==> config.mk <==
export PLATFORM = sky130hd
export DESIGN_NAME = anton_feeder
export DESIGN_NICKNAME = d
export VERILOG_FILES = /design/src/rtl/anton_pkg.sv /design/src/rtl/anton_pair_fifo.sv /design/src/rtl/anton_feeder.sv
export SDC_FILE = /design/constraint.sdc
export NUM_CORES = 1
export LEC_CHECK = 0
export ABC_AREA = 1
export CORE_ASPECT_RATIO = 0.9
export CORE_MARGIN = 4
export CORE_UTILIZATION = 35
export DETAILED_ROUTE_END_ITERATION = 7
export GPL_ROUTABILITY_DRIVEN = 0
export HOLD_SLACK_MARGIN = 0.08
export PLACE_DENSITY = 0.63
export SETUP_SLACK_MARGIN = 0.4
export SLEW_MARGIN = 30
export SYNTH_ARGS = -nofsm -noshare
export SYNTH_HDL_FRONTEND = slang
export SYNTH_SLANG_ARGS = --single-unit
==> constraint.sdc <==
create_clock -name clk -period 1.8 [get_ports clk]
set_input_delay 0.36 -clock clk [delete_from_list [all_inputs] [get_ports clk]]
set_output_delay 0.36 -clock clk [all_outputs]
set_load 0.01 [all_outputs]
==> src/rtl/anton_pkg.sv <==
// anton_pkg: shared FSM state enum and operand-pair struct for the anton feeder.
package anton_pkg;
  typedef enum logic [2:0] {INIT, IDLE, SEND_A, SEND_B, WAIT, HOLD} state_t;
  typedef struct packed {
    logic [3:0] a;
    logic [3:0] b;
  } pair_t;
endpackage

==> src/rtl/anton_pair_fifo.sv <==
// anton_pair_fifo: first-in first-out buffer of operand pairs.
// Ports: clk, reset (async active-low), push/din enqueue, pop/dout dequeue
// (dout shows the head), full, empty.
module anton_pair_fifo
  import anton_pkg::*;
#(
  parameter int DEPTH = 4
) (
  input  logic  clk,
  input  logic  reset,
  input  logic  push,
  input  pair_t din,
  input  logic  pop,
  output pair_t dout,
  output logic  full,
  output logic  empty
);
  localparam int AW = $clog2(DEPTH);
  pair_t mem [DEPTH];
  // one extra pointer bit tells full apart from empty
  logic [AW:0] wr, rd;
  assign empty = wr == rd;
  assign full = (wr[AW] != rd[AW]) && (wr[AW-1:0] == rd[AW-1:0]);
  assign dout = mem[rd[AW-1:0]];
  always_ff @(posedge clk or negedge reset)
    if (!reset) begin
      wr <= '0;
      rd <= '0;
    end else begin
      if (push && !full) wr <= wr + (AW+1)'(1);
      if (pop && !empty) rd <= rd + (AW+1)'(1);
    end
  always_ff @(posedge clk)
    if (push && !full) mem[wr[AW-1:0]] <= din;
endmodule

==> src/rtl/anton_feeder.sv <==
// anton_feeder: buffers operand pairs and feeds them nibble-serially to anton_product.
// Ports: clk, reset (async active-low); in_valid/in_ready/in_a/in_b pair input;
// prod_nibble/prod_read/prod_reset/prod_result multiplier side;
// out_data/out_valid/out_ready result output; op_count completed operations.
module anton_feeder
  import anton_pkg::*;
#(
  parameter int FIFO_DEPTH = 4,
  parameter int RESULT_LAT = 1
) (
  input  logic       clk,
  input  logic       reset,
  input  logic       in_valid,
  output logic       in_ready,
  input  logic [3:0] in_a,
  input  logic [3:0] in_b,
  output logic [3:0] prod_nibble,
  output logic       prod_read,
  output logic       prod_reset,
  input  logic [7:0] prod_result,
  output logic [7:0] out_data,
  output logic       out_valid,
  input  logic       out_ready,
  output logic [7:0] op_count
);
  state_t state;
  pair_t head;
  logic full, empty, pop;
  logic [3:0] b_hold;
  logic [2:0] lat;
  // gated by reset so in_ready is low while held in reset
  assign in_ready = reset & ~full;
  assign pop = (state == IDLE) && !empty;
  anton_pair_fifo #(.DEPTH(FIFO_DEPTH)) u_fifo (
    .clk(clk),
    .reset(reset),
    .push(in_valid & in_ready),
    .din(pair_t'({in_a, in_b})),
    .pop(pop),
    .dout(head),
    .full(full),
    .empty(empty)
  );
  always_ff @(posedge clk or negedge reset)
    if (!reset) begin
      state <= INIT;
      b_hold <= '0;
      lat <= '0;
      prod_reset <= 1'b1;
      prod_read <= 1'b0;
      prod_nibble <= '0;
      out_data <= '0;
      out_valid <= 1'b0;
      op_count <= '0;
    end else
      case (state)
        INIT: begin
          prod_reset <= 1'b0;
          state <= IDLE;
        end
        IDLE: if (!empty) begin
          b_hold <= head.b;
          prod_nibble <= head.a;
          prod_read <= 1'b1;
          state <= SEND_A;
        end
        SEND_A: begin
          prod_nibble <= b_hold;
          state <= SEND_B;
        end
        SEND_B: begin
          prod_nibble <= '0;
          prod_read <= 1'b0;
          lat <= 3'(RESULT_LAT);
          state <= WAIT;
        end
        // the cycle that would take lat to zero is the capture cycle
        WAIT: if (lat == 3'd1) begin
          out_data <= prod_result;
          out_valid <= 1'b1;
          op_count <= op_count + 8'd1;
          state <= HOLD;
        end else lat <= lat - 3'd1;
        HOLD: if (out_ready) begin
          out_valid <= 1'b0;
          state <= IDLE;
        end
        default: state <= INIT;
      endcase
endmodule

* Word-level counts from Yosys, hierarchy flattened
Memory sizes are Yosys's and may differ from the RTL's. Index checks and enable logic that the tools add are counted.
Word-level totals: bits in registers 39, bits in latches 0, memory bits (writable) 32, ROM bits 0, input bits 20, output and inout bits 24, logic and storage cells 66, memories kept 1
Cells by class: add/sub/neg operators 4, multipliers 0, divide/modulo/power cells 0, order comparisons 0, eq/ne operators 13, shift operators 0, mux-type cells 15, bitwise logic cells 4, reductions and logical operators 18
Memory list:
- u_fifo.mem | depth 4, width 8, read ports 1, clocked after memory_dff 0, write ports 1, line anton_pair_fifo.sv:19 | pair_t mem [DEPTH];
Operators with widths (number):
- $pmux W3 S6 | 1
- $mux W3 | 4
- $pmux W4 S3 | 1
- $reduce_and A2 Y1 | 5
- $add A8 B1 Y8 const B | 1
- $ne A2 B2 Y1 const B | 4
- $add A3 B1 Y3 const B | 2
- $eq A3 B1 Y1 const B | 2
- $eq A3 B2 Y1 const B | 2
- $eq A3 B3 Y1 const B | 2
- $pmux W3 S2 | 1
- $reduce_and A3 Y1 | 2
- $reduce_bool A2 Y1 | 3
- $mux W1 | 5
- $logic_and A1 B1 Y1 | 4
- $mux W4 | 1
- $pmux W1 S2 | 2
- $eq A3 B3 Y1 | 1
- $logic_not A3 Y1 | 1
- $reduce_bool A3 Y1 | 1
- $sub A3 B1 Y3 const B | 1
- $and A1 B1 Y1 | 2
- $eq A2 B2 Y1 | 1
- $logic_not A1 Y1 | 2
- other kinds (2) | 3

* Longest topological paths before layout
Gate-level depths: netlist of the first run.
depth after elaboration 8, gate-level depth with buffers 10

* Modules after synthesis
Synthesis of the first run repeated with hierarchy kept, for this count alone.
Unflattened totals: cell total of the unflattened synthesis 340, area, all modules 3278.1 um^2
Modules (own cells, without submodules):
- anton_pair_fifo | times used 1, cells an instance 138, area each 1649.1 um^2
- anton_feeder | times used 1, cells an instance 202, area each 1629.1 um^2

* Worst setup path after synthesis of the first run
Ideal clock, no wire load.
kind register to register, from register u_fifo.rd[1], to memory u_fifo.mem[0][0] in the netlist's numbering (enable), arrival time 1.391 ns, data required time 1.429 ns, setup slack 0.038 ns, cell stages (with the launch flop) 6, buffers on the path 1, period minus slack after synthesis 1.762 ns, path through dfrtp_1 buf_4 xnor2_4 nand3b_1 nand3_2 nor2_1
On the way: cells in the longest elaborated chain, start to end 8
Ends and longest elaborated chain:
- from (decl) | line anton_pair_fifo.sv:21 | logic [AW:0] wr, rd;
- from (signal assigned) | line anton_pair_fifo.sv:31 | if (pop && !empty) rd <= rd + (AW+1)'(1);
- $eq A2 B2 Y1 (*) | line anton_pair_fifo.sv:23 | assign full = (wr[AW] != rd[AW]) && (wr[AW-1:0] == rd[AW-1:0]);
- $logic_and A1 B1 Y1 (*) | line anton_pair_fifo.sv:23
- $not A1 Y1 | line anton_feeder.sv:32 | assign in_ready = reset & ~full;
- $and A1 B1 Y1 | line anton_feeder.sv:32
- $and A1 B1 Y1 | line anton_feeder.sv:37 | .push(in_valid & in_ready),
- $logic_and A1 B1 Y1 (*) | line anton_pair_fifo.sv:34 | if (push && !full) mem[wr[AW-1:0]] <= din;
- $mux W1 (*) | line anton_pair_fifo.sv:34
- $mux W1 (implied by the code) (*) | line anton_pair_fifo.sv:34
- to (decl) | line anton_pair_fifo.sv:19
Mark *: on every way between the ends. The rest lies on a longest branch, timed or not.

* Worst setup path in the final report of the first run
from register u_fifo.rd[1], to output port in_ready
On the way: cells in the longest elaborated chain, start to end 4
Ends and longest elaborated chain:
- $eq A2 B2 Y1 | line anton_pair_fifo.sv:23
- $logic_and A1 B1 Y1 | line anton_pair_fifo.sv:23
- $not A1 Y1 | line anton_feeder.sv:32
- $and A1 B1 Y1 | line anton_feeder.sv:32
- to (decl) | line anton_feeder.sv:14 | output logic in_ready,
Every way passes these cells.

==> impl_metrics.env, run 1 <==
export IMPL_period_needed_ns=1.685
export IMPL_yosysMostFrequentCell="nand2_1"
export IMPL_critical_path_arrival_ns=1.33
export IMPL_use_met2=0.1964
export IMPL_ys_warn_count=0
export IMPL_die_x_um=109.8
export IMPL_dp_cells=509
export IMPL_area_delta_synth_final_pct=37.84
export IMPL_final_max_slew_violation_count=0
export IMPL_cp_required_ns=1.44
export IMPL_timing_final_crit_share=0.9362
export IMPL_ir_drop_mv=0.7610
export IMPL_multi_input_area_um2=1226
export IMPL_synth_top_area_share=0.2945
export IMPL_fmax_ghz=0.5934
export IMPL_grt_pass1_vias=2332
export IMPL_yosysTopAreaCell="edfxtp_1"
export IMPL_synth_top_flop_cell="dfrtp_1"
export IMPL_finClkSkew_ns=0.007118
export IMPL_syn_inst=335
export IMPL_syn_area_um2=3263
export IMPL_synth_nets=363
export IMPL_status="complete, no violations"
export IMPL_crit_path_max_fanout=2
export IMPL_grt_busiest_layer="met2"
export IMPL_p_sw_mw=2.571
export IMPL_hold_viol_final=0
export IMPL_grtUsageMet1=0.1701
export IMPL_r2r_setup_slack_ns=0.21
export IMPL_n_antenna_cell=0
export IMPL_holdWs_ns=0.2814
export IMPL_p_per_area_nw_per_um2=1531
export IMPL_leakagePower_nw=2.081
export IMPL_worst_slack_ns=0.1148
export IMPL_max_cap_violations=0
export IMPL_synthTopCellsByArea="edfxtp_1, dfrtp_1, nand2_1"
export IMPL_start_util=0.3592
export IMPL_drc=0
export IMPL_antenna_found_initial=0
export IMPL_drt_iter0_markers=122
export IMPL_internal_power_mw=4.317
export IMPL_drt_first_pass_iters=4
export IMPL_num_vias=2471
export IMPL_rsz0062_at_grt="yes"
export IMPL_cts_root_buffer="clkbuf_8"
export IMPL_dp_worst_setup_slack_ns=-0.04331
export IMPL_worstMarginPinSlew_ns=0.4161
export IMPL_layout_cells_non_filler=559
export IMPL_p_seq_frac=0.355
export IMPL_slew_limit_headroom=0.7216
export IMPL_core_area_um2=9084
export IMPL_die_height_um=99.60
export IMPL_grt_met3_usage=0.02790
export IMPL_grt_pass1_wl_um=10760
export IMPL_power_frac_comb=0.477
export IMPL_overflow=0
export IMPL_cts_tree="yes"
export IMPL_ys_ff_latch=71
export IMPL_final_nets=460
export IMPL_dieArea_um2=10930
export IMPL_port_buffers=43
export IMPL_seq_area_frac_synth=0.5939
export IMPL_clock_latency_ns=0.34
export IMPL_ys_types=32
export IMPL_drive_gt1_frac=0.2243
export IMPL_htree_levels=3
export IMPL_clockPowerShare=0.168
export IMPL_via_per_inst=4.420
export IMPL_cts_buffer_depth=2
export IMPL_startpoint_type="flop"
export IMPL_regArea_um2=1943
export IMPL_synth_edff_count=32
export IMPL_clk_pin_slew_ns=0.07
export IMPL_wl_per_cell_um=11.98
export IMPL_end_kind="output pin"
export IMPL_ant_nets=0
export IMPL_async_flop_share=0.5493
export IMPL_hold_path_class="in -> async"
export IMPL_cts_buffers=9
export IMPL_synth_common_cells="nand2_1, inv_1, dfrtp_1, edfxtp_1, nor2_1"
export IMPL_num_fill_cells=835
export IMPL_criticalPathCategory="reg -> out"
export IMPL_setup_viol=0
export IMPL_fp_row_count=33
export IMPL_wirelength_um=6699
export IMPL_avgSynthCellArea_um2=9.741
export IMPL_hpwl_um=4643
export IMPL_grt_usage=0.1272
export IMPL_cts_sinks=71
export IMPL_swShare=0.3732
export IMPL_ios=44
export IMPL_grt_max_degree=32
[power by group through the flow]
| stage | Sequential [mW] | Clock [mW] | Combinational [mW] |
|---|---|---|---|
| final | 2.44 | 1.16 | 3.28 |
| after global routing | 2.50 | 1.27 | 3.68 |
| after CTS | 2.42 | 1.20 | 2.85 |
| after detailed placement | 2.47 | 0 | 2.78 |
| after global placement | 2.47 | 0 | 2.75 |
| after floorplan | 2.52 | 0 | 1.71 |
[sequential cells by signal, summed over array words and instances, names as in the netlist]
signal and count:
u_fifo.wr 3, op_count 8, u_fifo.rd 3, u_fifo.mem 32, prod_reset 1, prod_read 1, state 3, out_data 8
prod_nibble 4, lat 3, b_hold 4, out_valid 1
[cells by family after synthesis]
logic type	count (synthesis)	synth area share
buf+inv	48	0.06173
fa+ha+maj	8	0.03068
xor+xnor	11	0.03528
compound gates	27	0.04640
simple gates	170	0.2320
flops	71	0.5939
[worst max-delay path, stage by stage (launching register included)]
cell and delay (ns):
dfrtp_2 0.44, xnor2_4 0.18, nand3b_1 0.14, nand2_1 0.08, inv_1 0.03, buf_2 0.13
[what timing repair did]
action	in CTS	in global routing
hold endpoints to repair	8	0
endpoints found under the setup margin	72	82
pin swaps	5	11
buffers inserted	11	19
resized for setup	37	41
hold buffers	1	0
gates cloned	1	2
[stage by stage]
| step | total power, mW | setup TNS [ns] | utilization | cell area [um2] |
|---|---|---|---|---|
| floorplan | 4.227 | 0 | - | 3308 |
| global placement | 5.215 | -0.03532 | 0.4348 | 3950 |
| detailed placement | 5.253 | -0.04331 | 0.4348 | 3950 |
| CTS | 6.468 | 0 | 0.4642 | 4217 |
| global route | 7.444 | 0 | 0.4952 | 4498 |
| finish | 6.888 | 0 | 0.4952 | 4498 |
[cell type report]
type	instances	area share
multi-input combinational	217	0.2726
clock buffer	11	0.02921
timing repair inverter	1	0.001113
inverter	42	0.03811
timing repair buffer	90	0.1822
sequential	71	0.4320
clock inverter	5	0.01085
tap	122	0.03394
[layout by cell type, fill, tap and decap left out, types with 5 or more instances in the layout]
| master | count |
|---|---|
| a21oi_1 | 7 |
| buf_4 | 39 |
| clkbuf_8 | 9 |
| clkdlybuf4s15_1 | 16 |
| clkdlybuf4s50_1 | 18 |
| dfrtp_1 | 34 |
| dlygate4sd2_1 | 6 |
| edfxtp_1 | 32 |
| ha_1 | 7 |
| inv_1 | 36 |
| nand2_1 | 102 |
| nand2_2 | 6 |
| nand3_1 | 13 |
| nor2_1 | 26 |
| nor2_4 | 8 |
| o21ai_0 | 9 |
| o22ai_1 | 5 |
| xnor2_1 | 5 |
| xor2_1 | 5 |
[metal layers]
metal	wire [um]	share of wire	up-vias
met5	0	0	-
met3	235	0.035	7
met2	3241	0.48	41
li1	-	-	1274
met4	85	0.013	0
met1	3137	0.47	1149
[path summary, 6_finish.rpt]
| path | startpoint | endpoint | cells after the start |
|---|---|---|---|
| max | u_fifo.rd[1]$_DFFE_PN0P_ | in_ready | 5 |
| min | reset | out_data[3]$_DFFE_PN0P_ | 3 |
| max reg2reg | u_fifo.rd[1]$_DFFE_PN0P_ | u_fifo.mem[3][7]$_DFFE_PP_ | 5 |
| min reg2reg | prod_nibble[3]$_DFFE_PN0P_ | prod_nibble[3]$_DFFE_PN0P_ | 2 |
| max in group asynchronous | reset | u_fifo.wr[1]$_DFFE_PN0P_ | 3 |
| min in group clk | prod_nibble[3]$_DFFE_PN0P_ | prod_nibble[3]$_DFFE_PN0P_ | 2 |
No activity file was read; power rests on OpenSTA's default activity.
==> inputs of run 2 (changes only) <==
Settings changed: CORE_MARGIN 4 to default.
==> run 2 against run 1 <==
- highest routed layer unchanged
- hold slack worse by 0.095 ns
- maximum frequency is 0.84% lower
- largest power group unchanged
- sequential power hardly changed
- global-route usage is 1.7 points higher
- routed wire length is 2.1% lower
- cell count is 1.6% lower
- clock skew is 0.0018 ns higher
- setup slack worse by 0.014 ns
- total power is 4.2% higher
==> impl_metrics.env, run 2 (synthesized netlist as in run 1, its figures left out) <==
export IMPL_drt_iter0_markers=97
export IMPL_ios=44
export IMPL_final_area_um2=4516
export IMPL_max_cap_violations=0
export IMPL_power_mw=7.176
export IMPL_grt_pass1_wl_um=10840
export IMPL_port_buffers=43
export IMPL_start_util=0.3592
export IMPL_overflow=0
export IMPL_slew_limit_headroom=0.6538
export IMPL_htree_levels=3
export IMPL_fmax_ghz=0.5884
export IMPL_r2r_start="u_fifo.wr[1]$_DFFE_PN0P_"
export IMPL_critical_path_arrival_ns=1.34
export IMPL_rsz0062_at_grt="yes"
export IMPL_final_nets=451
export IMPL_layout_commonest_cell="nand2_1"
export IMPL_worstMarginPinSlew_ns=0.5193
export IMPL_p_sw_mw=2.715
export IMPL_ant_nets=0
export IMPL_dpl_cell_area_um2=3943
export IMPL_startpoint_type="flop"
export IMPL_r2r_setup_slack_ns=0.17
export IMPL_end_kind="output pin"
export IMPL_hold_path_class="in -> async"
export IMPL_hold_viol_final=0
export IMPL_holdWs_ns=0.1868
export IMPL_period_needed_ns=1.699
export IMPL_timing_rr_end="u_fifo.mem[3][7]$_DFFE_PP_"
export IMPL_hpwl_um=4405
export IMPL_grt_max_degree=43
export IMPL_criticalPathCategory="reg -> out"
export IMPL_antenna_found_initial=0
export IMPL_cts_sinks=71
export IMPL_num_vias=2440
export IMPL_p_per_area_nw_per_um2=1589
export IMPL_cp_required_ns=1.44
export IMPL_finClkSkew_ns=0.008878
export IMPL_final_util=0.4971
export IMPL_rr_worst_depth=5
export IMPL_p_seq_frac=0.339
export IMPL_fp_row_count=33
export IMPL_max_stage_delay_ns=0.44
export IMPL_final_max_slew_violation_count=0
export IMPL_swShare=0.3783
export IMPL_timing_final_crit_share=0.9441
export IMPL_grt_usage=0.1438
export IMPL_power_frac_comb=0.464
export IMPL_area_delta_synth_final_pct=38.38
export IMPL_cts_tree="yes"
export IMPL_via_per_inst=4.436
export IMPL_wirelength_um=6558
export IMPL_layout_common_cells="nand2_1, inv_1, dfrtp_1"
export IMPL_drive_gt1_frac=0.2407
export IMPL_drt_first_pass_iters=4
export IMPL_die_height_um=93.60
export IMPL_dieArea_um2=9714
export IMPL_die_x_um=103.8
export IMPL_grt_pass1_vias=2376
export IMPL_cts_root_buffer="clkbuf_8"
export IMPL_crit_path_max_fanout=2
export IMPL_drc=0
export IMPL_ir_drop_mv=0.7149
export IMPL_status="complete, no violations"
export IMPL_path_cells="xnor2_4, nand3b_1, nand2_1, inv_1, buf_2"
export IMPL_largest_reg_flops=32
export IMPL_clockPowerShare=0.197
export IMPL_clk_pin_slew_ns=0.08
export IMPL_setup_viol=0
export IMPL_wl_per_cell_um=11.92
export IMPL_core_area_um2=9084
export IMPL_cts_buffers=9
export IMPL_clock_latency_ns=0.34
export IMPL_n_antenna_cell=0
export IMPL_leakagePower_nw=2.077
export IMPL_internal_power_mw=4.461
export IMPL_cts_buffer_depth=2
export IMPL_cp_slowest_cell="dfrtp_1"
[run 2: cell types whose count changed in the layout (fill, tap and decap cells not counted), sizes merged]
| cell | change |
|---|---|
| buf | -8 |
| clkdlybuf4s15 | +2 |
| clkinv | -2 |
| dlygate4sd2 | -2 |
| inv | +2 |
| dlygate4sd3 | -1 |
[run 2: power groups by stage]
stage,sequential [mW],combinational (mW),clock [mW]
detailed placement,2.48,2.78,0
CTS,2.42,2.81,1.44
floorplan,2.52,1.71,0
global placement,2.47,2.75,0
global route,2.49,3.74,1.50
finish,2.44,3.33,1.41
[run 2: stage by stage]
stage	std cells	setup slack, ns	TNS [ns]
CTS	535	0.06660	0
detailed placement	508	0.09175	0
finish	550	0.1006	0
global placement	508	0.09924	0
floorplan	335	0.2247	0
global route	550	-0.001049	-0.001049
[run 2: cell type report]
class,count,area (um2)
repair buffers,81,744.5
multi-input cells,217,1266
clock buffers,11,173.9
inverters,42,171.4
flip-flops and latches,71,1943
repair inverters,1,5.005
clock inverters,5,58.81
fillers,838,4568
well taps,122,152.6
[run 2: worst max path at each step]
stage,startpoint,to,cells past startpoint
global route,u_fifo.rd[2]$_DFFE_PN0P_,in_ready,7
detailed placement,u_fifo.rd[2]$_DFFE_PN0P_,in_ready,7
global placement,u_fifo.rd[2]$_DFFE_PN0P_,in_ready,7
CTS,u_fifo.rd[2]$_DFFE_PN0P_,in_ready,7
finish,u_fifo.wr[1]$_DFFE_PN0P_,in_ready,5
floorplan,u_fifo.rd[1]$_DFFE_PN0P_,u_fifo.mem[0][0]$_DFFE_PP_,5
[run 2: metal layers]
metal | vias up | routed length (um) | GRT usage
met4 | 0 | 67 | 0.04643
met5 | - | 0 | 0
met1 | 1147 | 3069 | 0.1736
met3 | 5 | 174 | 0.04181
li1 | 1254 | - | -
met2 | 34 | 3247 | 0.2489
[run 2: critical path, delay by kind of cell (launching register included)]
family | cells | cell delay (ns)
AND/OR/NAND/NOR | 2 | 0.21
buffers and inverters | 2 | 0.16
flip-flops | 1 | 0.44
XOR/XNOR | 1 | 0.19
[run 2: repair_timing]
action	4_1_cts	5_1_grt
pin swaps	4	14
cloned	1	2
endpoints found under the setup margin	77	86
setup buffers	10	13
gates resized for setup	38	50
hold buffers	0	0
==> inputs of run 3 (changes only) <==
Settings changed: CAP_MARGIN from default to 10, SKIP_LAST_GASP from default to 1, TNS_END_PERCENT from default to 50.
==> run 3 against run 2 <==
- clock power down 4%
- combinational power down 12%
- maximum frequency fell by 2.2%
- cell count shrank 2.2%
- die area unchanged
==> impl_metrics.env, run 3 (synthesized netlist as in run 1, its figures left out) <==
export IMPL_status="complete, no violations"
export IMPL_final_nets=439
export IMPL_slew_limit_headroom=0.6501
export IMPL_cp_required_ns=1.82
export IMPL_layout_commonest_cell="nand2_1"
export IMPL_period_needed_ns=1.738
export IMPL_worst_slack_ns=0.06198
export IMPL_start_util=0.3592
export IMPL_max_cap_violations=0
export IMPL_cts_tree="yes"
export IMPL_grt_usage=0.1439
export IMPL_port_buffers=43
export IMPL_startpoint_type="flop"
export IMPL_holdBufCountCts=0
export IMPL_wl_per_cell_um=11.72
export IMPL_ios=44
export IMPL_n_antenna_cell=0
export IMPL_htree_levels=3
export IMPL_dieArea_um2=9714
export IMPL_antenna_found_initial=0
export IMPL_final_area_um2=4314
export IMPL_drive_gt1_frac=0.1707
export IMPL_finClkSkew_ns=0.009239
export IMPL_core_area_um2=9084
export IMPL_dp_cells=507
export IMPL_ir_drop_mv=0.7696
export IMPL_cts_buffer_depth=2
export IMPL_fmax_ghz=0.5754
export IMPL_criticalPathCategory="reg -> reg"
export IMPL_largest_reg_flops=32
export IMPL_rsz0062_at_grt="yes"
export IMPL_cts_root_buffer="clkbuf_8"
export IMPL_cts_buffers=9
export IMPL_area_delta_synth_final_pct=32.21
export IMPL_clk_pin_slew_ns=0.07
export IMPL_crit_path_max_fanout=8
export IMPL_final_max_slew_violation_count=0
export IMPL_hpwl_um=4499
export IMPL_overflow=0
export IMPL_final_util=0.4749
export IMPL_die_height_um=93.60
export IMPL_critical_path_arrival_ns=1.76
export IMPL_fp_row_count=33
export IMPL_power_mw=6.711
export IMPL_end_kind="flop"
export IMPL_via_per_inst=4.485
export IMPL_drc=0
export IMPL_num_vias=2413
export IMPL_setup_viol=0
export IMPL_holdWs_ns=0.1695
export IMPL_clock_latency_ns=0.34
export IMPL_wirelength_um=6307
export IMPL_grt_max_degree=43
export IMPL_layout_cells_non_filler=538
export IMPL_p_per_area_nw_per_um2=1555
export IMPL_fin_setup_tns_ns=0
export IMPL_grt_pass1_vias=2361
export IMPL_timing_final_crit_share=0.9656
export IMPL_die_x_um=103.8
export IMPL_dpl_cell_area_um2=3935
export IMPL_grt_pass1_wl_um=10810
export IMPL_cts_sinks=71
export IMPL_drt_iter0_markers=117
export IMPL_drt_first_pass_iters=4
export IMPL_worstMarginPinSlew_ns=0.5248
export IMPL_leakagePower_nw=2.081
export IMPL_hold_path_class="in -> async"
export IMPL_dp_worst_setup_slack_ns=-0.05422
export IMPL_layout_common_cells="nand2_1, inv_1, dfrtp_1"
export IMPL_ant_nets=0
export IMPL_hold_viol_final=0
## run 3: changes by cell type in the layout (fill, tap and decap cells not counted), moves of 3 or more
cell             change
clkdlybuf4s50_1      +4
inv_1                +3
nor2_1               +4
clkbuf_16            -3
clkdlybuf4s15_1     -16
dlymetal6s2s_1       +9
dlygate4sd2_1        +3
nand2_2              -4
buf_4                -8
nor2_2               -3
nand2_1              +5
## run 3: layout make-up
type	instances	area [um2]
fillers	855	4770
flip-flops and latches	71	1942
multi-input cells	216	1169
repair buffers	71	671.9
inverters	42	167.7
well taps	122	152.6
clock buffers	9	123.9
clock inverters	7	87.58
## run 3: final timing paths
check	cells after the start	slack (ns)	startpoint	endpoint
worst max register to register	7	0.06	u_fifo.rd[1]$_DFFE_PN0P_	u_fifo.mem[1][2]$_DFFE_PP_
min in group clk	4	0.44	reset	u_fifo.wr[1]$_DFFE_PN0P_
worst max-delay path	7	0.06	u_fifo.rd[1]$_DFFE_PN0P_	u_fifo.mem[1][2]$_DFFE_PP_
max in group asynchronous	2	1.24	reset	u_fifo.rd[1]$_DFFE_PN0P_
worst min register to register	2	0.47	prod_nibble[2]$_DFFE_PN0P_	prod_nibble[2]$_DFFE_PN0P_
worst min-delay path	2	0.17	reset	out_data[7]$_DFFE_PN0P_
## run 3: timing repair
| action | 4_1_cts | 5_1_grt |
|---|---|---|
| endpoints found under the setup margin | 78 | 88 |
| pin swaps | 6 | 6 |
| buffers inserted | 12 | 3 |
| resized for setup | 24 | 15 |
## run 3: metal layers
layer  track usage  up-vias  wire, um
met2        0.2293       48      2890
met3       0.03624       16       285
li1              -     1226         -
met4       0.07262        0       128
met1        0.1832     1123      3003
met5             0        -         0
## run 3: power by group
part / total, mW / switching (mW) / internal (mW)
sequential: 2.43 / 0.285 / 2.14
combinational: 2.94 / 1.60 / 1.34
clock: 1.35 / 0.579 / 0.768
## run 3: critical path: stages, from the launching register on
cell and delay, ns:
dfrtp_2 0.45, xnor2_4 0.15, nand3b_1 0.13, buf_4 0.13, buf_6 0.08, buf_6 0.09
nand3_4 0.14, nor2_4 0.26
